File: src/rtl/ring_pkg.sv
// Shared types and constants for the ring counter monitor.
//   state_e      : monitor FSM state encoding
//   RingWDefault : default ring width in bits
package ring_pkg;

    localparam int unsigned RingWDefault = 4;

    typedef enum logic [1:0] {
        StIdle,
        StSync,
        StTrack,
        StFault
    } state_e;

endpackage

File: src/rtl/ring_monitor_if.sv
// Bus bundle between a ring counter sampler and ring_monitor.
//   in        : ring counter sample
//   valid     : sample qualifier
//   clear     : synchronous clear of monitor state and counters
//   locked    : ring is rotating correctly
//   fault     : rotation error
//   rev_tick  : one-cycle pulse per completed revolution
//   rev_count : completed revolutions since lock (wrapping)
// master drives samples, slave is the monitor.
interface ring_monitor_if
    import ring_pkg::*;
#(
    parameter int unsigned RING_W = RingWDefault,
    parameter int unsigned REV_W  = 8
);

    logic [RING_W-1:0] in;
    logic              valid;
    logic              clear;
    logic              locked;
    logic              fault;
    logic              rev_tick;
    logic [REV_W-1:0]  rev_count;

    modport master (
        output in, valid, clear,
        input  locked, fault, rev_tick, rev_count
    );

    modport slave (
        input  in, valid, clear,
        output locked, fault, rev_tick, rev_count
    );

endinterface

File: src/rtl/ring_rot_cmp.sv
// Combinational rotation checker.
//   prev_i    : previously accepted sample
//   sample_i  : current sample
//   match_o   : sample_i equals prev_i rotated right by one (and is legal)
//   illegal_o : sample_i is all zero (no ring present)
module ring_rot_cmp
    import ring_pkg::*;
#(
    parameter int unsigned RING_W = RingWDefault
) (
    input  logic [RING_W-1:0] prev_i,
    input  logic [RING_W-1:0] sample_i,
    output logic              match_o,
    output logic              illegal_o
);

    logic [RING_W-1:0] expected;

    always_comb begin
        expected  = {prev_i[0], prev_i[RING_W-1:1]};
        illegal_o = (sample_i == '0);
        match_o   = !illegal_o && (sample_i == expected);
    end

endmodule

File: src/rtl/ring_monitor.sv
// Ring counter rotation monitor.
//   clk   : rising-edge clock
//   reset : asynchronous active-low reset
//   bus   : ring_monitor_if slave (in/valid/clear in; locked/fault/rev_tick/rev_count out)
// A revolution is RING_W consecutive matching rotations counted from the
// sample that achieved lock. All outputs are registered.
// Build option: define RING_MON_RECOVER_EN to let FAULT resync on the next
// accepted sample; otherwise FAULT is left only by clear or reset.
module ring_monitor
    import ring_pkg::*;
#(
    parameter int unsigned RING_W = RingWDefault,
    parameter int unsigned REV_W  = 8
) (
    input logic          clk,
    input logic          reset,
    ring_monitor_if.slave bus
);

    localparam int unsigned StepW = (RING_W > 1) ? $clog2(RING_W) : 1;

    state_e            state_q, state_d;
    logic [RING_W-1:0] prev_q, prev_d;
    logic [StepW-1:0]  step_q, step_d;
    logic [REV_W-1:0]  count_q, count_d;
    logic              locked_q, locked_d;
    logic              fault_q, fault_d;
    logic              tick_q, tick_d;
    logic              match, illegal;

    ring_rot_cmp #(
        .RING_W (RING_W)
    ) u_rot_cmp (
        .prev_i    (prev_q),
        .sample_i  (bus.in),
        .match_o   (match),
        .illegal_o (illegal)
    );

    always_comb begin
        state_d = state_q;
        prev_d  = prev_q;
        step_d  = step_q;
        count_d = count_q;
        tick_d  = 1'b0;

        if (bus.clear) begin
            state_d = StIdle;
            prev_d  = '0;
            step_d  = '0;
            count_d = '0;
        end else if (bus.valid) begin
            unique case (state_q)
                StIdle: begin
                    if (!illegal) begin
                        prev_d  = bus.in;
                        state_d = StSync;
                    end
                end
                StSync: begin
                    if (illegal) begin
                        state_d = StIdle;
                    end else begin
                        prev_d = bus.in;
                        if (match) begin
                            // Lock restarts the revolution count.
                            state_d = StTrack;
                            step_d  = StepW'(1);
                            count_d = '0;
                        end
                    end
                end
                StTrack: begin
                    if (match) begin
                        prev_d = bus.in;
                        if (step_q == StepW'(RING_W - 1)) begin
                            step_d  = '0;
                            tick_d  = 1'b1;
                            count_d = count_q + REV_W'(1);
                        end else begin
                            step_d = step_q + StepW'(1);
                        end
                    end else begin
                        state_d = StFault;
                    end
                end
                StFault: begin
`ifdef RING_MON_RECOVER_EN
                    if (illegal) begin
                        state_d = StIdle;
                    end else begin
                        prev_d  = bus.in;
                        state_d = StSync;
                    end
`endif
                end
                default: state_d = StIdle;
            endcase
        end

        locked_d = (state_d == StTrack);
        fault_d  = (state_d == StFault);
    end

    always_ff @(posedge clk or negedge reset) begin
        if (!reset) begin
            state_q  <= StIdle;
            prev_q   <= '0;
            step_q   <= '0;
            count_q  <= '0;
            locked_q <= 1'b0;
            fault_q  <= 1'b0;
            tick_q   <= 1'b0;
        end else begin
            state_q  <= state_d;
            prev_q   <= prev_d;
            step_q   <= step_d;
            count_q  <= count_d;
            locked_q <= locked_d;
            fault_q  <= fault_d;
            tick_q   <= tick_d;
        end
    end

    assign bus.locked    = locked_q;
    assign bus.fault     = fault_q;
    assign bus.rev_tick  = tick_q;
    assign bus.rev_count = count_q;

endmodule
File: src/flat_wrapper.sv
// flat-port wrapper written by rule: the top's interface ports become plain ports
module ring_monitor_flat import ring_pkg::*;
#(
    parameter int unsigned RING_W = RingWDefault,
    parameter int unsigned REV_W  = 8
)
  (clk, reset, bus_in, bus_valid, bus_clear, bus_locked, bus_fault, bus_rev_tick, bus_rev_count);
  ring_monitor_if #(.RING_W(RING_W), .REV_W(REV_W)) bus_i ();
  input logic clk;
  input logic reset;
  input wire logic [$bits(bus_i.in)-1:0] bus_in;
  input wire logic [$bits(bus_i.valid)-1:0] bus_valid;
  input wire logic [$bits(bus_i.clear)-1:0] bus_clear;
  output wire logic [$bits(bus_i.locked)-1:0] bus_locked;
  output wire logic [$bits(bus_i.fault)-1:0] bus_fault;
  output wire logic [$bits(bus_i.rev_tick)-1:0] bus_rev_tick;
  output wire logic [$bits(bus_i.rev_count)-1:0] bus_rev_count;
  assign bus_i.in = bus_in;
  assign bus_i.valid = bus_valid;
  assign bus_i.clear = bus_clear;
  assign bus_locked = bus_i.locked;
  assign bus_fault = bus_i.fault;
  assign bus_rev_tick = bus_i.rev_tick;
  assign bus_rev_count = bus_i.rev_count;
  ring_monitor #(.RING_W(RING_W), .REV_W(REV_W)) u_core (.clk(clk), .reset(reset), .bus(bus_i));
endmodule
File: config.mk
export PLATFORM = sky130hd
export DESIGN_NAME = ring_monitor_flat
export DESIGN_NICKNAME = d
export VERILOG_FILES = /design/src/rtl/ring_pkg.sv /design/src/rtl/ring_monitor_if.sv /design/src/rtl/ring_rot_cmp.sv /design/src/rtl/ring_monitor.sv /design/src/flat_wrapper.sv
export SDC_FILE = /design/constraint.sdc
export NUM_CORES = 1
export LEC_CHECK = 0
export ABC_AREA = 0
export CORE_UTILIZATION = 40
export CTS_CLUSTER_DIAMETER = 150
export DETAILED_ROUTE_END_ITERATION = 16
export HOLD_SLACK_MARGIN = 0.1
export PLACE_DENSITY = 0.66
export SETUP_SLACK_MARGIN = 0.15
export SYNTH_ARGS = -nofsm -noshare
export SYNTH_HDL_FRONTEND = slang
export SYNTH_SLANG_ARGS = --single-unit
File: constraint.sdc
create_clock -name clk -period 1.7 [get_ports clk]
set_input_delay 0.51 -clock clk [delete_from_list [all_inputs] [get_ports clk]]
set_output_delay 0.51 -clock clk [all_outputs]
set_load 0.03 [all_outputs]
# [After elaboration in Yosys (flattened, before gate mapping)]
# Index checks and enable logic that the tools add are counted.
[totals] input_bits=8 regBits=19 word_cells=62 mem_count=0 latch_bits=0 rom_bits=0 ram_bits=0 output_inout_bits=11
[op_classes] n_shift=0 mul=0 n_reduce_logical=11 bitwise=0 div_mod_pow=0 add_sub_neg=2 n_mux=31 magnitude_cmp=0 eq_ne=11
[ops] op="2-to-1 mux 8 bit" count=6
[ops] op="2-to-1 mux 2 bit" count=12
[ops] op="2-to-1 mux 4 bit" count=4
[ops] op="one-hot mux 8 bit (2 select lines)" count=1
[ops] op="!= test 3 x 2 -> 1 bit, second input constant" count=3
[ops] op="adder 8 x 1 -> 8 bit, second input constant" count=1
[ops] op="equality test 2 bit, second input constant" count=4
[ops] op="one-hot mux 4 bit (2 select lines)" count=1
[ops] op="!= test 3 bit, second input constant" count=2
[ops] op="one-hot mux 2 bit (3 select lines)" count=1
[ops] op="AND reduction 6 bit" count=1
[ops] op="nonzero test 3 bit" count=2
[ops] op="2-to-1 mux 1 bit" count=5
[ops] op="AND reduction 5 bit" count=1
[ops] op="equality test 4 bit" count=1
[ops] op="zero test 4 bit" count=1
[ops] op="one-hot mux 2 bit (2 select lines)" count=1
[ops] op="AND reduction 4 bit" count=1
[ops] op="adder 2 x 1 -> 2 bit, second input constant" count=1
[ops] op="equality test 2 x 1 -> 1 bit, second input constant" count=1
[ops] op="zero test 2 bit" count=1
[ops] op="nonzero test 2 bit" count=1
[ops] op="OR reduction 2 bit" count=1
[ops] op="logical AND 1 bit" count=1
[ops] op="zero test 1 bit" count=1

# [Depth between registers and ports, before layout]
[depth] ltp_word=9 mapped_depth=6 ltp_nobuf=6

# [Cells and area by module]
# A second synthesis with hierarchy kept.
[unflattened] hier_cells=97 area_unflattened_um2=1017.2
[modules_own_cells] module="ring_monitor" cells_per_inst=90 seq_area_each_um2=475.5 area_each_um2=950.9 instances=1
[modules_own_cells] module="ring_rot_cmp" cells_per_inst=7 seq_area_each_um2=0.0 area_each_um2=66.3 instances=1

# [Worst setup path before layout]
# OpenSTA, ideal clock, no wires.
[synth_path] path_kind="input to register" from="input bus_in[2]" to="register u_core.prev_q[0]" stages=5 arrival_ns=1.724 required_ns=1.575 setup_ns=0.125 setup_slack_ns=-0.149 path_buffers=0 path_cell_list="xor2_1 or3_4 nor2_4 a211o_2 mux2_4"
[synth_between] elab_chain_len=5 word_cells_on_any_way=7 cone_classes="3 x eq/ne; 4 x reduce/logical"
[synth_rtl] element="from (decl)" line_no="flat_wrapper.sv:11" text="input wire logic [$bits(bus_i.in)-1:0] bus_in;"
[synth_rtl] element="zero test 4 bit" line_no="ring_rot_cmp.sv:21" text="illegal_o = (sample_i == '0);"
[synth_rtl] element="zero test 1 bit"
[synth_rtl] element="logical AND 1 bit" line_no="ring_rot_cmp.sv:22" text="match_o = !illegal_o && (sample_i == expected);"
[synth_rtl] element="!= test 3 x 2 -> 1 bit (no source line)"
[synth_rtl] element="AND reduction 4 bit (no source line) (*)"
[synth_rtl] element="to (signal assigned)" line_no="ring_monitor.sv:116" text="prev_q <= prev_d;"
[synth_rtl] element="to (decl)" line_no="ring_monitor.sv:23" text="logic [RING_W-1:0] prev_q, prev_d;"
# Every way passes the cells marked *; elsewhere a longest branch is shown, timed or not.
# A chain may end at the register's enable or synchronous reset.

# [Worst setup path in the final report]
[layout_path] from="register u_core.prev_q[0]" to="register u_core.count_q[0], in the netlist u_core.bus.rev_count[0]"
[layout_between] elab_chain_len=4 word_cells_on_any_way=5 cone_classes="3 x eq/ne; 2 x reduce/logical"
[layout_rtl] element="equality test 4 bit (*)" line_no="ring_rot_cmp.sv:22"
[layout_rtl] element="logical AND 1 bit (*)" line_no="ring_rot_cmp.sv:22"
[layout_rtl] element="!= test 3 x 2 -> 1 bit (no source line)"
[layout_rtl] element="AND reduction 6 bit (no source line) (*)"
[layout_rtl] element="to (signal assigned)" line_no="ring_monitor.sv:118" text="count_q <= count_d;"
[layout_rtl] element="to (decl)" line_no="ring_monitor.sv:25" text="logic [REV_W-1:0] count_q, count_d;"
# Marked as above.

==> run summary <==
relative max-transition margin - 73.0%
Max Cap Violations - 0
aggregate routed wire length - 2380 µm
share of flip-flops with an asynchronous set or reset - 100%
Final Slew Violations - 0
library cell occupying the most area in the post-synthesis netlist - sky130_fd_sc_hd__dfrtp_1
Leak - 0.708 nW
Arrival @ worst endpoint - 1.96 ns
Synth top area share - 45.0%
count of distinct cell types in the synthesized netlist - 37
final antenna-violating net count - 0
TNS Setup - -0.0876 ns
CP Capture Type - flop
most frequently used flop master after synthesis - sky130_fd_sc_hd__dfrtp_1
post-synthesis net count - 109
final layout net count - 154
combined flip-flop and latch cell area - 475 µm²
count of final hold-check violations - 0
maximum buffer depth of the clock tree - 2
wire per inst - 13.7 µm
Syn Std Cell Area - 1060 µm²
number of enable-type register cells in the synthesized netlist - 0
global router's overall resource usage - 18.9%
vias per std cell - 5.35
violations in the final reports - setup timing
peak ir drop on the vdd network - 356 µV
number of placed I/O pins - 19
worst slew pin tran - 0.403 ns
critical setup path kind - reg2reg
total CTS buffers - 3
hpwl dp - 1680 µm
pre-CTS setup slack - -0.693 ns
classification of the worst-slack hold path - in2async
startpoint type of the worst setup path - flop
Clk Latency, worst-skew pair - 0.29 ns
Period Utilization, post-route - 101%
CP Data Required Time - 1.94 ns
level count of the clock H-tree - 1
synthesized flop and latch total - 19
slack of the critical path - -0.0193 ns
diode insertion count for antenna repair - 0
Chip Width - 53.4 µm
placeable core region - 2480 µm²
hold_buf cts - 0
crit path time final - 1.72 ns
vertical extent of the die - 53.4 µm
share of cells above drive strength 1 - 50.3%
vias - 926
highest-count cells in the layout ignoring fill and taps - sky130_fd_sc_hd__buf_4, sky130_fd_sc_hd__dfrtp_1, sky130_fd_sc_hd__nor2b_1
Syn Inst Count - 99
Syn-to-layout area delta - 47.0%
proportion of synthesized chip area in sequential cells - 45.0%
grt ovf - 0
Initial Util - 42.6%
std cell rows - 18
port bufs - 18
global-route wire length before repair - 3860 µm
hold slack - 0.534 ns
outcome - finished, violations left
average footprint of a synthesized cell - 10.7 µm²
setup slack of the most critical reg-to-reg path - -0.02 ns
number of antenna violations at the first check in global routing - 0
filler cell count - 214
highest clock frequency the design can meet - 0.582 GHz
root buf cell - sky130_fd_sc_hd__clkbuf_4
vias in the first global route - 938
Max Clock Skew - 0.00498 ns
die area - 2850 µm²
final routed DRC violation total - 0
unrepaired setup endpoints after global routing - yes
violation count after the first detailed-routing iteration - 13
leading cell types by total area after synthesis - sky130_fd_sc_hd__dfrtp_1, sky130_fd_sc_hd__mux2_4, sky130_fd_sc_hd__nor2b_1
final weighted congestion of routability-driven global placement - 0.834
Multi-input gate area - 696 µm²
CTS tree - built
Sink Count - 19
largest net degree at the start of global routing - 20
iteration count of the initial detailed-routing pass - 4
P per Cell Area - 577 nW/µm²
Synthesis Warnings - 0
CP max FO - 5
clock transition at the registers of the reported paths - 0.11 ns
setup violation total in the final timing report - 6
## stage by stage
| stage | std cells | cell area, µm² | utilization (%) | power (W) |
|---|---|---|---|---|
| 3_5_place_dp | 164 | 1410 | 57.0 | 0.000637 |
| 3_3_place_gp | 164 | 1410 | 57.0 | 0.000633 |
| 5_1_grt | 173 | 1550 | 62.7 | 0.000929 |
| 6_report | 173 | 1550 | 62.7 | 0.000895 |
| 4_1_cts | 171 | 1530 | 61.9 | 0.000891 |
| 2_1_floorplan | 99 | 1060 | - | 0.000562 |
## final timing paths
| path | from | end | cells past startpoint |
|---|---|---|---|
| max | u_core.prev_q[0] | u_core.bus.rev_count[0] | 6 |
| min | reset | u_core.bus.rev_tick | 2 |
| max reg2reg | u_core.prev_q[0] | u_core.bus.rev_count[0] | 6 |
| min reg2reg | u_core.bus.rev_count[7] | u_core.bus.rev_count[7] | 2 |
| max in group asynchronous | reset | u_core.bus.rev_count[5] | 2 |
| min in group clk | u_core.bus.rev_count[7] | u_core.bus.rev_count[7] | 2 |
## per-layer routing
layer  vias to the layer above  GRT usage (%)  share of wire (%)
li1                        452              -                  -
met1                       444           21.7                 43
met2                        26           36.0                 52
met3                         4           2.59                4.2
met4                         0           3.95                1.2
met5                         -              0                  0
## sequential cells by signal, indices dropped and copies added, names as in the netlist
| signal | count |
|---|---|
| u_core.bus.locked | 1 |
| u_core.prev_q | 4 |
| u_core.bus.rev_count | 8 |
| u_core.bus.fault | 1 |
| u_core.bus.rev_tick | 1 |
| u_core.state_q | 2 |
| u_core.step_q | 2 |
## cells in the mapped netlist, types with 2 or more instances
cell type	n
sky130_fd_sc_hd__a21o_1	2
sky130_fd_sc_hd__mux2_4	4
sky130_fd_sc_hd__xor2_1	5
sky130_fd_sc_hd__o21ai_0	4
sky130_fd_sc_hd__and3_1	3
sky130_fd_sc_hd__or3_1	2
sky130_fd_sc_hd__nor2_1	6
sky130_fd_sc_hd__nand4_1	4
sky130_fd_sc_hd__nand2_1	3
sky130_fd_sc_hd__xnor2_1	2
sky130_fd_sc_hd__a21oi_1	7
sky130_fd_sc_hd__nand3_1	5
sky130_fd_sc_hd__nor2b_1	7
sky130_fd_sc_hd__dfrtp_1	19
sky130_fd_sc_hd__ha_1	2
sky130_fd_sc_hd__nor3_1	3
## what timing repair did
| action | in CTS | in global routing |
|---|---|---|
| pin swaps | 14 | 14 |
| setup buffers | 3 | 2 |
| gates cloned | 0 | 0 |
| setup endpoints to repair | 30 | 27 |
| resized for setup | 60 | 20 |
## kinds of logic (layout without fill, tap and decap cells)
group | after synthesis | in the layout | synth area share, %
mux | 6 | 6 | 7.70
fa+ha+maj | 2 | 2 | 2.37
simple gates | 42 | 42 | 25.4
flops | 19 | 19 | 45.0
xor+xnor | 7 | 7 | 5.81
compound gates | 21 | 21 | 13.0
buf+inv | 2 | 46 | 0.710
## critical path, stage by stage, from the launching register on
cell and delay (ns):
sky130_fd_sc_hd__dfrtp_1 0.43, sky130_fd_sc_hd__xor2_2 0.18, sky130_fd_sc_hd__or3_4 0.40, sky130_fd_sc_hd__nor2_4 0.14
sky130_fd_sc_hd__buf_6 0.13, sky130_fd_sc_hd__and4b_1 0.24, sky130_fd_sc_hd__mux2_2 0.16
## where the power goes
| group | switching (W) | total (W) | internal (W) |
|---|---|---|---|
| Combinational | 0.0000963 | 0.000193 | 0.0000968 |
| Clock | 0.000138 | 0.000229 | 0.0000912 |
| Sequential | 0.0000110 | 0.000473 | 0.000462 |
| Total | 0.000245 | 0.000895 | 0.000650 |
## final cells by class
class | count | area share, %
well taps | 30 | 2.42
inverters | 1 | 0.242
multi-input cells | 78 | 44.8
flip-flops and latches | 19 | 30.6
repair buffers | 41 | 20.2
clock buffers | 4 | 1.69
Note: power is estimated with default switching activity, not from simulation.
